`src/rtl/racl_error_log_ctrl.sv`:
```
// ----------------------------------------------------------------------------
// racl_error_log_ctrl
//
// Purpose:
//   Owns the single SoC-level RACL error log. Denial strobes from up to NumSrc
//   RACL-checking subordinates are arbitrated round-robin. One event is
//   captured into the log, overflow is flagged when more than one denial has
//   been seen since the last clear, and a saturating denial counter is kept.
//   A level interrupt stays high while the log holds a captured denial.
//
// Ports:
//   clk_i          - clock
//   rst_ni         - asynchronous active-low reset
//   err_valid_i    - per-source denial strobe (one cycle per denial)
//   err_role_i     - per-source RACL role, source k in slice k
//   err_uid_i      - per-source CTN UID, source k in slice k
//   err_read_i     - per-source access type (1 = read, 0 = write)
//   err_addr_i     - per-source request address, source k in slice k
//   clear_i        - one-cycle software clear of log and counter
//   log_valid_o    - log holds a captured denial
//   log_overflow_o - more than one denial seen since last clear
//   log_role_o     - captured role
//   log_uid_o      - captured UID
//   log_read_o     - captured access type
//   log_addr_o     - captured address
//   log_src_o      - index of the captured source
//   err_count_o    - saturating count of all denials since last clear
//   irq_o          - level interrupt, mirrors log_valid_o
// ----------------------------------------------------------------------------
module racl_error_log_ctrl #(
    parameter int NumSrc       = 4,
    parameter int AddrWidth    = 32,
    parameter int NrRaclBits   = 1,
    parameter int NrCtnUidBits = 1,
    parameter int CntWidth     = 8,
    localparam int SrcW        = (NumSrc > 1) ? $clog2(NumSrc) : 1
) (
    input  logic                           clk_i,
    input  logic                           rst_ni,
    input  logic [NumSrc-1:0]              err_valid_i,
    input  logic [NumSrc*NrRaclBits-1:0]   err_role_i,
    input  logic [NumSrc*NrCtnUidBits-1:0] err_uid_i,
    input  logic [NumSrc-1:0]              err_read_i,
    input  logic [NumSrc*AddrWidth-1:0]    err_addr_i,
    input  logic                           clear_i,
    output logic                           log_valid_o,
    output logic                           log_overflow_o,
    output logic [NrRaclBits-1:0]          log_role_o,
    output logic [NrCtnUidBits-1:0]        log_uid_o,
    output logic                           log_read_o,
    output logic [AddrWidth-1:0]           log_addr_o,
    output logic [SrcW-1:0]                log_src_o,
    output logic [CntWidth-1:0]            err_count_o,
    output logic                           irq_o
);

    // Popcount needs enough bits to hold NumSrc; the counter sum is kept at
    // least one bit wider than the counter so saturation can be detected.
    localparam int PopW = $clog2(NumSrc + 1);
    localparam int SumW = ((CntWidth + 1) > (PopW + 1)) ? (CntWidth + 1) : (PopW + 1);
    localparam logic [CntWidth-1:0] CntMax = '1;

    typedef enum logic {
        EMPTY = 1'b0,
        HELD  = 1'b1
    } state_e;

    state_e                    state_q;
    logic [SrcW-1:0]           rr_ptr_q;

    logic                      any_valid;
    int                        win_idx;
    logic [PopW-1:0]           pop;
    logic [SumW-1:0]           cnt_base;
    logic [SumW-1:0]           cnt_sum;
    logic [CntWidth-1:0]       cnt_next;
    logic [SrcW-1:0]           rr_next;
    logic [NrRaclBits-1:0]     win_role;
    logic [NrCtnUidBits-1:0]   win_uid;
    logic                      win_read;
    logic [AddrWidth-1:0]      win_addr;

    assign any_valid = |err_valid_i;

    // Round-robin search: walk the sources starting at rr_ptr and wrap around,
    // keeping the first asserted one. Only meaningful when any_valid is set.
    always_comb begin
        int   idx;
        logic found;
        idx     = 0;
        found   = 1'b0;
        win_idx = 0;
        for (int i = 0; i < NumSrc; i++) begin
            idx = int'(rr_ptr_q) + i;
            if (idx >= NumSrc) begin
                idx = idx - NumSrc;
            end
            if (!found && err_valid_i[idx]) begin
                found   = 1'b1;
                win_idx = idx;
            end
        end
    end

    // Pull the winner's sideband fields out of the packed per-source buses.
    always_comb begin
        win_role = err_role_i[win_idx*NrRaclBits +: NrRaclBits];
        win_uid  = err_uid_i[win_idx*NrCtnUidBits +: NrCtnUidBits];
        win_read = err_read_i[win_idx];
        win_addr = err_addr_i[win_idx*AddrWidth +: AddrWidth];
        rr_next  = (win_idx == NumSrc - 1) ? '0 : SrcW'(win_idx + 1);
    end

    // Count how many sources denied this cycle; drives both the overflow
    // decision on capture and the denial counter increment.
    always_comb begin
        pop = '0;
        for (int i = 0; i < NumSrc; i++) begin
            pop = pop + PopW'(err_valid_i[i]);
        end
    end

    // The clear zeroes the base before this cycle's denials are added, so
    // denials arriving together with a clear are still counted.
    always_comb begin
        cnt_base = clear_i ? '0 : SumW'(err_count_o);
        cnt_sum  = cnt_base + SumW'(pop);
        cnt_next = (cnt_sum > SumW'(CntMax)) ? CntMax : cnt_sum[CntWidth-1:0];
    end

    // Log FSM. A capture happens from EMPTY, or from HELD when a clear lands in
    // the same cycle as new events (the clear wins first, then the new events
    // are arbitrated as if the log were empty and the old overflow is lost).
    // Events while HELD without a clear only set overflow; the data is frozen.
    always_ff @(posedge clk_i or negedge rst_ni) begin
        if (!rst_ni) begin
            state_q        <= EMPTY;
            rr_ptr_q       <= '0;
            log_valid_o    <= 1'b0;
            log_overflow_o <= 1'b0;
            log_role_o     <= '0;
            log_uid_o      <= '0;
            log_read_o     <= 1'b0;
            log_addr_o     <= '0;
            log_src_o      <= '0;
            irq_o          <= 1'b0;
        end else begin
            if (any_valid && (state_q == EMPTY || clear_i)) begin
                state_q        <= HELD;
                rr_ptr_q       <= rr_next;
                log_valid_o    <= 1'b1;
                log_overflow_o <= (pop > PopW'(1));
                log_role_o     <= win_role;
                log_uid_o      <= win_uid;
                log_read_o     <= win_read;
                log_addr_o     <= win_addr;
                log_src_o      <= SrcW'(win_idx);
                irq_o          <= 1'b1;
            end else if (any_valid) begin
                log_overflow_o <= 1'b1;
            end else if (clear_i) begin
                state_q        <= EMPTY;
                log_valid_o    <= 1'b0;
                log_overflow_o <= 1'b0;
                log_role_o     <= '0;
                log_uid_o      <= '0;
                log_read_o     <= 1'b0;
                log_addr_o     <= '0;
                log_src_o      <= '0;
                irq_o          <= 1'b0;
            end
        end
    end

    // Saturating denial counter, cleared together with the log.
    always_ff @(posedge clk_i or negedge rst_ni) begin
        if (!rst_ni) begin
            err_count_o <= '0;
        end else begin
            err_count_o <= cnt_next;
        end
    end

endmodule

```
`config.mk`:
```
export PLATFORM = sky130hd
export DESIGN_NAME = racl_error_log_ctrl
export DESIGN_NICKNAME = d
export VERILOG_FILES = /design/src/rtl/racl_error_log_ctrl.sv
export SDC_FILE = /design/constraint.sdc
export NUM_CORES = 1
export LEC_CHECK = 0
export BUFFER_PORTS_ARGS = -buffer_cell sky130_fd_sc_hd__buf_4
export CORE_AREA = 2 2 95 97
export CTS_BUF_LIST = sky130_fd_sc_hd__clkbuf_4 sky130_fd_sc_hd__clkbuf_8 sky130_fd_sc_hd__clkbuf_16
export CTS_CLUSTER_DIAMETER = 40
export DETAILED_ROUTE_END_ITERATION = 10
export DIE_AREA = 0 0 97 99
export GPL_ROUTABILITY_DRIVEN = 0
export PLACE_DENSITY = 0.79
export SLEW_MARGIN = 10
export SYNTH_ARGS = -nofsm -noshare
export SYNTH_HDL_FRONTEND = slang
export SYNTH_SLANG_ARGS = --single-unit
```
`constraint.sdc`:
```
create_clock -name clk_i -period 3.8 [get_ports clk_i]
set_input_delay 0.19 -clock clk_i [delete_from_list [all_inputs] [get_ports clk_i]]
set_output_delay 0.19 -clock clk_i [all_outputs]
set_load 0.01 [all_outputs]
```
==> reports/metrics.csv, run 1 <==
stage,metric,value,unit
synth,Post-Syn Nets,549,
finish,"commonest non-fill, non-tap cell in the layout",buf_4,
finish,"commonest cells after routing, fill and taps aside","buf_4, a22o_1, dfrtp_1, nor2_1, mux2i_1",
clock_network,H-tree levels,2,
worst_hold_path,worst min path class,in -> reg,
sta,Rel. slew slack,47.43,%
routing,First-pass DRT Iterations,4,
setup_path,required time worst endpoint,4.04,ns
setup_path,Crit Path Category,reg -> reg,
finish,fin cells,674,
clock_network,CTS tree,built,
synth,"Cell Area, Synth",3797,um^2
placement,I/O Buffers,194,
global_route,first-pass GRT wire length,20260,um
finish,Final Core Density,63.75,%
setup_path,total buffers and inverters traversed by the critical path,2,
synth,mux cell area share after synthesis,14.73,%
run_status,status,finished clean,
synth,main combinational cell family by area after synthesis,compound AO/OA/AOI/OAI gates,
sta,Slew Limit Fails,0,
global_route,initial antenna violation count,0,
setup_path,Setup crit start kind,flip-flop,
synth,Synth area leader,dfrtp_1,
power_and_ir_drop,power share of the combinational group,69.7,%
die,Die H,99,um
power_and_ir_drop,Clock power frac,9.4,%
die,die area,9603,um^2
clock_network,clk buf depth,2,
clock_network,CTS Buf Count,5,
placement,dpl cells,665,
setup_path,Crit path largest cell delay,0.68,ns
power_and_ir_drop,Lkg Pwr,2.853,nW
synth,Main synth FF type,dfrtp_1,
setup_path,CP arrival,3.63,ns
power_and_ir_drop,peak supply drop,434.6,uV
sta,RSZ-0062 raised after global routing,false,
routing,detailed-route via count,3982,
power_and_ir_drop,Sw Ratio,42.51,%
sta,worst slew pin tran,0.7886,ns
synth,simple-gate share of the synthesized area,11.70,%
sta,endpoints failing setup,0,
finish,final net count,727,
setup_path,CP most frequent cell,a22o_1,
routing,drt wl/cell,18.85,um
routing,initial drt markers,295,
synth,Synth area leaders,"dfrtp_1, a22o_1, mux2i_1",
die,site row count,34,
sta,Final Worst Setup Slack,0.4092,ns
synth,Post-synth EDFFs,0,
global_route,largest net degree at the start of global routing,56,
power_and_ir_drop,power density over cell area,777.2,nW/um^2
setup_path,CP max FO,18,
sta,Max Fclk,0.2949,GHz
routing,ANT nets after route,0,
finish,Diodes inserted,0,
global_route,total gr overflow,0,
die,Core Area,8551,um^2
clock_network,clk sinks,49,
synth,Synth Area in Adders,5.338,%
die,Starting Density,44.41,%
die,# IOs,195,
setup_path,CP Capture Type,flip-flop,
routing,# DRC,0,
synth,cell count after synthesis,387,
synth,"Avg Cell Area, Syn",9.812,um^2
sta,final hold viol count,0,
routing,DR vias/cell,5.908,
clock_network,post-CTS setup buffer count,0,
clock_network,clk_lat worst skew,0.30,ns
power_and_ir_drop,P_sw,1.801,mW
sta,Final min period,3.391,ns
synth,YS warnings,0,
global_route,GRT Util Overall,25.86,%
synth,fraction of registers with async set/reset,100.0,%
clock_network,clk root buf,clkbuf_8,
synth,Post-Synth XOR/XNOR Area,0.9226,%
synth,area share of the largest cell type after synthesis,32.29,%
run,# Max-Cap Violations,0,
setup_path,Crit-path slowest cell,and2_1,
global_route,number of global-route vias before repair,4064,
finish,fraction of layout cells with a size suffix above 1,40.28,%
clock_network,Clock transition at path regs,0.10,ns
synth,register area share after synthesis,32.29,%
setup_path,worst path cell trace,clkinv_1 -> ha_1 -> mux4_2 -> nand2b_1 -> and2_1 -> buf_4 -> a22o_1 -> a22o_1 -> a211o_1,
synth,post-synthesis compound-gate area fraction,29.39,%
power_and_ir_drop,Int Pwr,2.436,mW
finish,Area Overhead vs Synth,43.56,%
synth,Netlist cell types,48,
routing,final WL,12700,um
synth,Yosys reg bits,49,
placement,post-place setup slack,0.4865,ns
setup_path,CP top delay family,simple AND/OR/NAND/NOR gates,
sta,setup TNS,0,ns
die,Die X,97,um
power_and_ir_drop,Reg power frac,20.9,%
sta,Final period util,89.23,%
placement,Post-DP HPWL,9411,um
sta,Clock Skew,0.01020,ns
## what timing repair did
item                      4_1_cts  5_1_grt
resized for setup               0        0
hold buffers                    1        0
hold endpoints to repair       49        0
## area by class of cell
class / count / area, um^2
well taps: 108 / 135.1
clock buffers: 6 / 76.32
clock inverters: 2 / 38.79
flip-flops and latches: 49 / 1226
fillers: 734 / 3099
inverters: 10 / 37.54
repair buffers: 205 / 1567
multi-input cells: 294 / 2371
## logic make-up (layout without fill, tap and decap cells)
group                    after synthesis  count (layout)
AO/OA/AOI/OAI                        132             132
XOR/XNOR                               4               4
adder cells (fa/ha/maj)               15              15
buffers and inverters                 44             223
flip-flops                            49              49
multiplexers                          50              50
AND/OR/NAND/NOR                       93              93
## per-stage QoR
step                      hold slack (ns)  cell area (um^2)  power [mW]
final                             0.09646              5451       4.237
after global routing              0.08588              5451       4.538
after CTS                         0.08901              5451       4.253
after detailed placement           0.2595              5326       3.842
after global placement             0.2622              5326       3.751
after floorplan                   -0.1056              3797       2.936
## cell usage after synthesis, types with 3 or more instances
cell	n
mux2_2	7
nor2b_1	5
nand3_1	5
a22o_1	67
ha_1	13
clkbuf_1	18
nand2b_1	7
nand2_1	18
mux4_2	4
buf_2	9
o211ai_1	3
inv_1	9
o21ai_0	6
a211o_1	33
a21oi_1	4
nor2_1	45
dfrtp_1	49
buf_4	4
xnor2_1	4
mux2i_1	39
buf_6	3
## per-layer routing
layer  track usage (%)  share of wire, %  vias up
li1                  -                 -     1825
met1             31.69                39     1904
met2             45.03                51      219
met3             4.965               7.7       34
met4             10.29               3.2        0
met5                 0                 0        -
## state kept, by name, indices dropped and copies added, names as in the netlist
register        cells
log_addr_o         32
err_count_o         8
log_src_o           2
rr_ptr_q            2
log_overflow_o      1
log_read_o          1
log_role_o          1
log_uid_o           1
state_q             1
## path summary, 6_finish.rpt
kind | startpoint | to | slack, ns | cells after the start
max | rr_ptr_q[0]$_DFFE_PN0P_ | log_addr_o[12]$_DFFE_PN0P_ | 0.41 | 9
min in group asynchronous | rst_ni | log_addr_o[21]$_DFFE_PN0P_ | 0.47 | 2
min | err_addr_i[31] | log_addr_o[31]$_DFFE_PN0P_ | 0.1 | 2
max in group asynchronous | rst_ni | rr_ptr_q[1]$_DFFE_PN0P_ | 2.87 | 2
min reg2reg | log_src_o[1]$_DFFE_PN0P_ | log_src_o[1]$_DFFE_PN0P_ | 0.50 | 2
max reg2reg | rr_ptr_q[0]$_DFFE_PN0P_ | log_addr_o[12]$_DFFE_PN0P_ | 0.41 | 9
## power by group through the flow
stage / clock, mW / sequential [mW] / combinational [mW]
floorplan: 0 / 0.976 / 1.96
global placement: 0 / 0.883 / 2.87
detailed placement: 0 / 0.891 / 2.95
CTS: 0.405 / 0.883 / 2.97
global route: 0.424 / 0.908 / 3.21
finish: 0.399 / 0.884 / 2.95
Note: power is estimated with default switching activity, not from simulation.
==> run 2: changes to the inputs <==
- RECOVER_POWER: not set -> 100
==> run 2 against run 1 <==
Compared with the run above:
- the flow now finishes with violations (capacitance limit, slew limit)
- final cell count unchanged
- non-clock buffer count unchanged
- design area down 3.7%
- register-to-register slack worse by 0.04 ns
- critical path depth unchanged
- sequential power down 0.8%
- combinational power down 6%
- sequential share of layout area up 0.86 points
- via count down 0.75%
- first-iteration DRC count up 4.7%
- critical path type unchanged
==> reports/metrics.csv, run 2 (synthesis results as in run 1) <==
stage,metric,value,unit,change
finish,"commonest cells after routing, fill and taps aside","buf_4, a22o_1, clkbuf_1, dfrtp_1, nor2_1",,"was buf_4, a22o_1, dfrtp_1, nor2_1, mux2i_1"
run_status,status,"complete, but fails checks",,was finished clean
global_route,number of global-route vias before repair,4064,,unchanged
placement,I/O Buffers,194,,unchanged
sta,setup TNS,0,ns,unchanged
run,# Max-Cap Violations,1,,was 0
routing,ANT nets after route,0,,unchanged
setup_path,Crit Path Category,reg -> reg,,unchanged
run_status,failing checks,"capacitance limit, slew limit",,
finish,biggest regs,"log_addr_o: 32 flops, err_count_o: 8 flops",,unchanged
placement,placed cell areas,5326,um^2,unchanged
routing,# DRC,0,,unchanged
die,Die H,99,um,unchanged
power_and_ir_drop,Lkg Pwr,2.655,nW,was 2.853 nW
global_route,gr busiest metal,met2,,unchanged
clock_network,post-cts sizing count,0,,unchanged
die,site row count,34,,unchanged
setup_path,CP arrival,3.63,ns,about the same
worst_hold_path,hold path depth,2,,unchanged
sta,Rel. slew slack,-80.80,%,was 47.43%
clock_network,clk sinks,49,,unchanged
finish,Area Overhead vs Synth,38.29,%,was 43.56%
sta,Slew Limit Fails,50,,was 0
setup_path,CP Capture Type,flip-flop,,unchanged
clock_network,Clock transition at path regs,0.10,ns,about the same
sta,RSZ-0062 raised after global routing,false,,unchanged
sta,worst slew pin tran,2.712,ns,was 0.7886 ns
routing,final WL,12660,um,was 12700 um
worst_hold_path,worst min path class,in -> reg,,unchanged
setup_path,Setup crit start kind,flip-flop,,unchanged
global_route,initial antenna violation count,0,,unchanged
finish,max reg flops,32,,unchanged
routing,First-pass DRT Iterations,4,,unchanged
finish,Largest Register,log_addr_o,,unchanged
power_and_ir_drop,power density over cell area,773.1,nW/um^2,was 777.2 nW/um^2
global_route,total gr overflow,0,,unchanged
setup_path,required time worst endpoint,4.00,ns,was 4.04 ns
global_route,GRT Util Overall,25.86,%,unchanged
sta,Final period util,90.38,%,was 89.23%
global_route,first-pass GRT wire length,20260,um,unchanged
sta,Final min period,3.435,ns,was 3.391 ns
routing,initial drt markers,309,,was 295
routing,detailed-route via count,3952,,was 3982
finish,Layout Cell Area excl Fill,5251,um^2,was 5451 um^2
die,die area,9603,um^2,unchanged
die,# IOs,195,,unchanged
routing,drt wl/cell,18.79,um,was 18.85 um
sta,final hold viol count,0,,unchanged
placement,Post-DP HPWL,9411,um,unchanged
finish,final net count,727,,unchanged
die,Starting Density,44.41,%,unchanged
clock_network,post-CTS setup buffer count,0,,unchanged
global_route,largest net degree at the start of global routing,56,,unchanged
sta,endpoints failing setup,0,,unchanged
global_route,met3 GRT Util,4.965,%,unchanged
finish,fraction of layout cells with a size suffix above 1,30.92,%,was 40.28%
finish,"commonest non-fill, non-tap cell in the layout",buf_4,,unchanged
routing,DR vias/cell,5.864,,was 5.908
global_route,M2 GR Usage,45.03,%,unchanged
sta,Max Fclk,0.2912,GHz,was 0.2949 GHz
power_and_ir_drop,peak supply drop,435.8,uV,was 434.6 uV
clock_network,clk_lat worst skew,0.30,ns,about the same
setup_path,reg2reg path depth,9,,unchanged
sta,smallest hold slack,0.09547,ns,was 0.09646 ns
clock_network,clk root buf,clkbuf_8,,unchanged
global_route,routing usage on met1,31.69,%,unchanged
clock_network,clk buf depth,2,,unchanged
sta,Clock Skew,0.01120,ns,was 0.01020 ns
finish,Diodes inserted,0,,unchanged
die,Core Area,8551,um^2,unchanged
setup_path,CP max FO,17,,was 18
clock_network,CTS Buf Count,5,,unchanged
clock_network,CTS tree,built,,unchanged
clock_network,H-tree levels,2,,unchanged
die,Die X,97,um,unchanged
run 2: cell types whose count changed in the layout (fill, tap and decap cells not counted), sizes merged:
cell	delta
clkbuf	+52
buf	-52
run 2: through the flow:
stage / worst slack [ns] / util [%] / total power [mW] / instances
floorplan: 0.5726 / - / 2.936 / 387
global placement: 0.6049 / 62.29 / 3.751 / 665
detailed placement: 0.4865 / 62.29 / 3.842 / 665
CTS: 0.4280 / 63.75 / 4.253 / 674
global route: 0.1068 / 61.41 / 4.358 / 674
finish: 0.3655 / 61.41 / 4.060 / 674
run 2: worst max-delay path, stage by stage, from the launching register on:
cell and delay (ns):
dfrtp_1 0.37, clkinv_1 0.22, ha_1 0.58, mux4_2 0.54, nand2b_1 0.18, o2111ai_4 0.15
clkbuf_1 0.44, a22o_1 0.37, a22o_1 0.21, a211o_1 0.27
run 2: final timing paths:
path / endpoint / start / slack (ns)
max: log_addr_o[25]$_DFFE_PN0P_ / rr_ptr_q[0]$_DFFE_PN0P_ / 0.37
min: log_role_o$_DFFE_PN0P_ / err_role_i[0] / 0.1
max reg2reg: log_addr_o[25]$_DFFE_PN0P_ / rr_ptr_q[0]$_DFFE_PN0P_ / 0.37
min reg2reg: log_src_o[1]$_DFFE_PN0P_ / log_src_o[1]$_DFFE_PN0P_ / 0.50
max in group asynchronous: rr_ptr_q[1]$_DFFE_PN0P_ / rst_ni / 0.94
min in group asynchronous: log_addr_o[21]$_DFFE_PN0P_ / rst_ni / 1.30
run 2: layer usage:
metal / vias up / wire length [um]
met5: - / 0
met4: 0 / 376
met3: 34 / 900
met2: 189 / 6422
met1: 1902 / 4965
li1: 1827 / -
run 2: final cells by class:
type / instances / area (um^2)
clock inverter: 2 / 38.79
tap: 108 / 135.1
multi-input combinational: 294 / 2366
clock buffer: 6 / 76.32
fill: 783 / 3299
sequential: 49 / 1226
timing repair buffer: 205 / 1371
inverter: 10 / 37.54
run 2: power breakdown:
part	internal (mW)	leakage, nW	switching [mW]	total, mW
Combinational	1.31	1.99	1.48	2.78
Sequential	0.752	0.610	0.125	0.877
Clock	0.205	0.0588	0.194	0.400
run 2: what timing repair did:
action,in CTS,in global routing
endpoints found under the hold margin,49,0
endpoints found under the setup margin,0,0
hold buffers,1,0
==> run 3: changes to the inputs <==
- CORE_AREA: 2 2 95 97 -> 2 2 97 99
- DIE_AREA: 0 0 97 99 -> 0 0 99 101
- PLACE_DENSITY: 0.79 -> 0.77
==> run 3 against run 2 <==
Compared with the run above:
- the flow still finishes with violations (capacitance limit, slew limit)
- clock skew rose by 0.0034 ns
- design area fell by 0.57%
- power fell by 3.1%
- die area rose by 4.1%
- hold slack barely moved
- critical endpoint is now log_uid_o$_DFFE_PN0P_
- largest cell class unchanged
==> reports/metrics.csv, run 3 (synthesis results as in run 1) <==
stage,metric,value,unit,change
global_route,first-pass GRT wire length,18470,um,was 20260 um
clock_network,H-tree levels,2,,unchanged
die,Die H,101,um,was 99 um
routing,ANT nets after route,0,,unchanged
finish,"commonest non-fill, non-tap cell in the layout",buf_4,,unchanged
global_route,initial antenna violation count,0,,unchanged
clock_network,clk root buf,clkbuf_8,,unchanged
finish,Layout Cell Area excl Fill,5221,um^2,was 5251 um^2
clock_network,clk buf depth,2,,unchanged
setup_path,required time worst endpoint,3.98,ns,was 4.00 ns
run_status,failing checks,"capacitance limit, slew limit",,unchanged
sta,endpoints failing setup,0,,unchanged
global_route,total gr overflow,0,,unchanged
die,Starting Density,42.30,%,was 44.41%
finish,Diodes inserted,0,,unchanged
setup_path,CP arrival,3.58,ns,was 3.63 ns
sta,RSZ-0062 raised after global routing,false,,unchanged
sta,Final period util,89.43,%,was 90.38%
power_and_ir_drop,Pwr Total,3.935,mW,was 4.060 mW
sta,Rel. slew slack,-86.03,%,was -80.80%
sta,Final min period,3.398,ns,was 3.435 ns
routing,First-pass DRT Iterations,4,,unchanged
die,site row count,35,,was 34
clock_network,CTS tree,built,,unchanged
routing,detailed-route via count,3882,,was 3952
global_route,GRT Util Overall,22.73,%,was 25.86%
worst_hold_path,Hold Startpoint,err_addr_i[17],,was err_role_i[0]
finish,fraction of layout cells with a size suffix above 1,31.21,%,was 30.92%
setup_path,CP Capture Type,flip-flop,,unchanged
power_and_ir_drop,Lkg Pwr,2.634,nW,was 2.655 nW
setup_path,R2R Setup Slk,0.40,ns,was 0.37 ns
finish,final net count,725,,was 727
clock_network,Clock transition at path regs,0.10,ns,about the same
clock_network,post-CTS setup buffer count,0,,unchanged
finish,"commonest cells after routing, fill and taps aside","buf_4, a22o_1, clkbuf_1, dfrtp_1, nor2_1",,unchanged
routing,DR vias/cell,5.751,,was 5.864
finish,Area Overhead vs Synth,37.50,%,was 38.29%
placement,I/O Buffers,194,,unchanged
run,# Max-Cap Violations,1,,unchanged
placement,placed cell areas,5320,um^2,was 5326 um^2
setup_path,worst setup path start,rr_ptr_q[0]$_DFFE_PN0P_,,unchanged
clock_network,post-cts sizing count,0,,unchanged
routing,# DRC,0,,unchanged
clock_network,CTS Buf Count,5,,unchanged
worst_hold_path,hold path depth,2,,unchanged
die,die area,9999,um^2,was 9603 um^2
routing,final WL,11770,um,was 12660 um
die,# IOs,195,,unchanged
sta,worst slew pin tran,2.790,ns,was 2.712 ns
sta,setup TNS,0,ns,unchanged
setup_path,CP max FO,65,,was 17
setup_path,reg2reg path depth,9,,unchanged
power_and_ir_drop,peak supply drop,457.0,uV,was 435.8 uV
sta,Max Fclk,0.2943,GHz,was 0.2912 GHz
routing,drt wl/cell,17.44,um,was 18.79 um
worst_hold_path,worst min path class,in -> reg,,unchanged
setup_path,Setup crit start kind,flip-flop,,unchanged
clock_network,clk_lat worst skew,0.30,ns,about the same
global_route,largest net degree at the start of global routing,66,,was 56
routing,initial drt markers,162,,was 309
die,Die X,99,um,was 97 um
finish,biggest regs,"log_addr_o: 32 flops, err_count_o: 8 flops",,unchanged
sta,Clock Skew,0.01463,ns,was 0.01120 ns
sta,Slew Limit Fails,50,,unchanged
setup_path,Crit Path Category,reg -> reg,,unchanged
power_and_ir_drop,power density over cell area,753.7,nW/um^2,was 773.1 nW/um^2
finish,Largest Register,log_addr_o,,unchanged
placement,Post-DP HPWL,8685,um,was 9411 um
die,Core Area,8977,um^2,was 8551 um^2
clock_network,clk sinks,49,,unchanged
sta,final hold viol count,0,,unchanged
run_status,status,"complete, but fails checks",,unchanged
global_route,number of global-route vias before repair,3734,,was 4064
setup_path,FF-to-FF Start,rr_ptr_q[0]$_DFFE_PN0P_,,unchanged
finish,max reg flops,32,,unchanged
[run 3: worst max-delay path, stage by stage (launching register included)]
cell and delay [ns]:
dfrtp_1 0.37, clkinv_1 0.23, ha_1 0.59, mux4_2 0.55, nand2b_1 0.19, o2111ai_4 0.22
buf_6 0.35, a22o_1 0.31, a22o_1 0.19, a211o_1 0.27
[run 3: cell type report]
class | instances | area [um^2]
Clock buffer | 6 | 82.58
Clock inverter | 2 | 13.76
Timing Repair Buffer | 203 | 1355
Tap cell | 111 | 138.9
Sequential cell | 49 | 1226
Fill cell | 805 | 3756
Multi-Input combinational cell | 294 | 2367
Inverter | 10 | 37.54
[run 3: timing repair]
item                                   CTS  global route
hold buffers                             1             0
endpoints found under the hold margin   49             0
setup endpoints to repair                0             0
[run 3: power by group]
part	internal (mW)	switching, mW
clock	0.148	0.188
sequential	0.752	0.125
combinational	1.28	1.44
total	2.18	1.75
[run 3: through the flow]
stage	cells	setup slack [ns]	hold slack, ns	utilization [%]
floorplan	387	0.5726	-0.1056	-
global placement	666	0.6216	0.2648	59.26
finish	675	0.4015	0.09546	58.16
global route	675	0.2004	0.08454	58.16
CTS	675	0.4736	0.08849	60.45
detailed placement	666	0.4919	0.2647	59.26
[run 3: per-layer routing]
layer | up-vias | GRT usage (%) | routed length, um
met5 | - | 0 | 0
met3 | 15 | 3.398 | 799
met2 | 174 | 39.40 | 6033
met4 | 0 | 6.533 | 189
met1 | 1877 | 29.55 | 4752
li1 | 1816 | - | -
[run 3: final timing paths]
| kind | to |
|---|---|
| worst min-delay path | log_addr_o[17]$_DFFE_PN0P_ |
| max in group asynchronous | state_q$_DFFE_PN0P_ |
| worst max register to register | log_uid_o$_DFFE_PN0P_ |
| worst min register to register | log_read_o$_DFFE_PN0P_ |
| worst max-delay path | log_uid_o$_DFFE_PN0P_ |
| min in group asynchronous | log_addr_o[26]$_DFFE_PN0P_ |
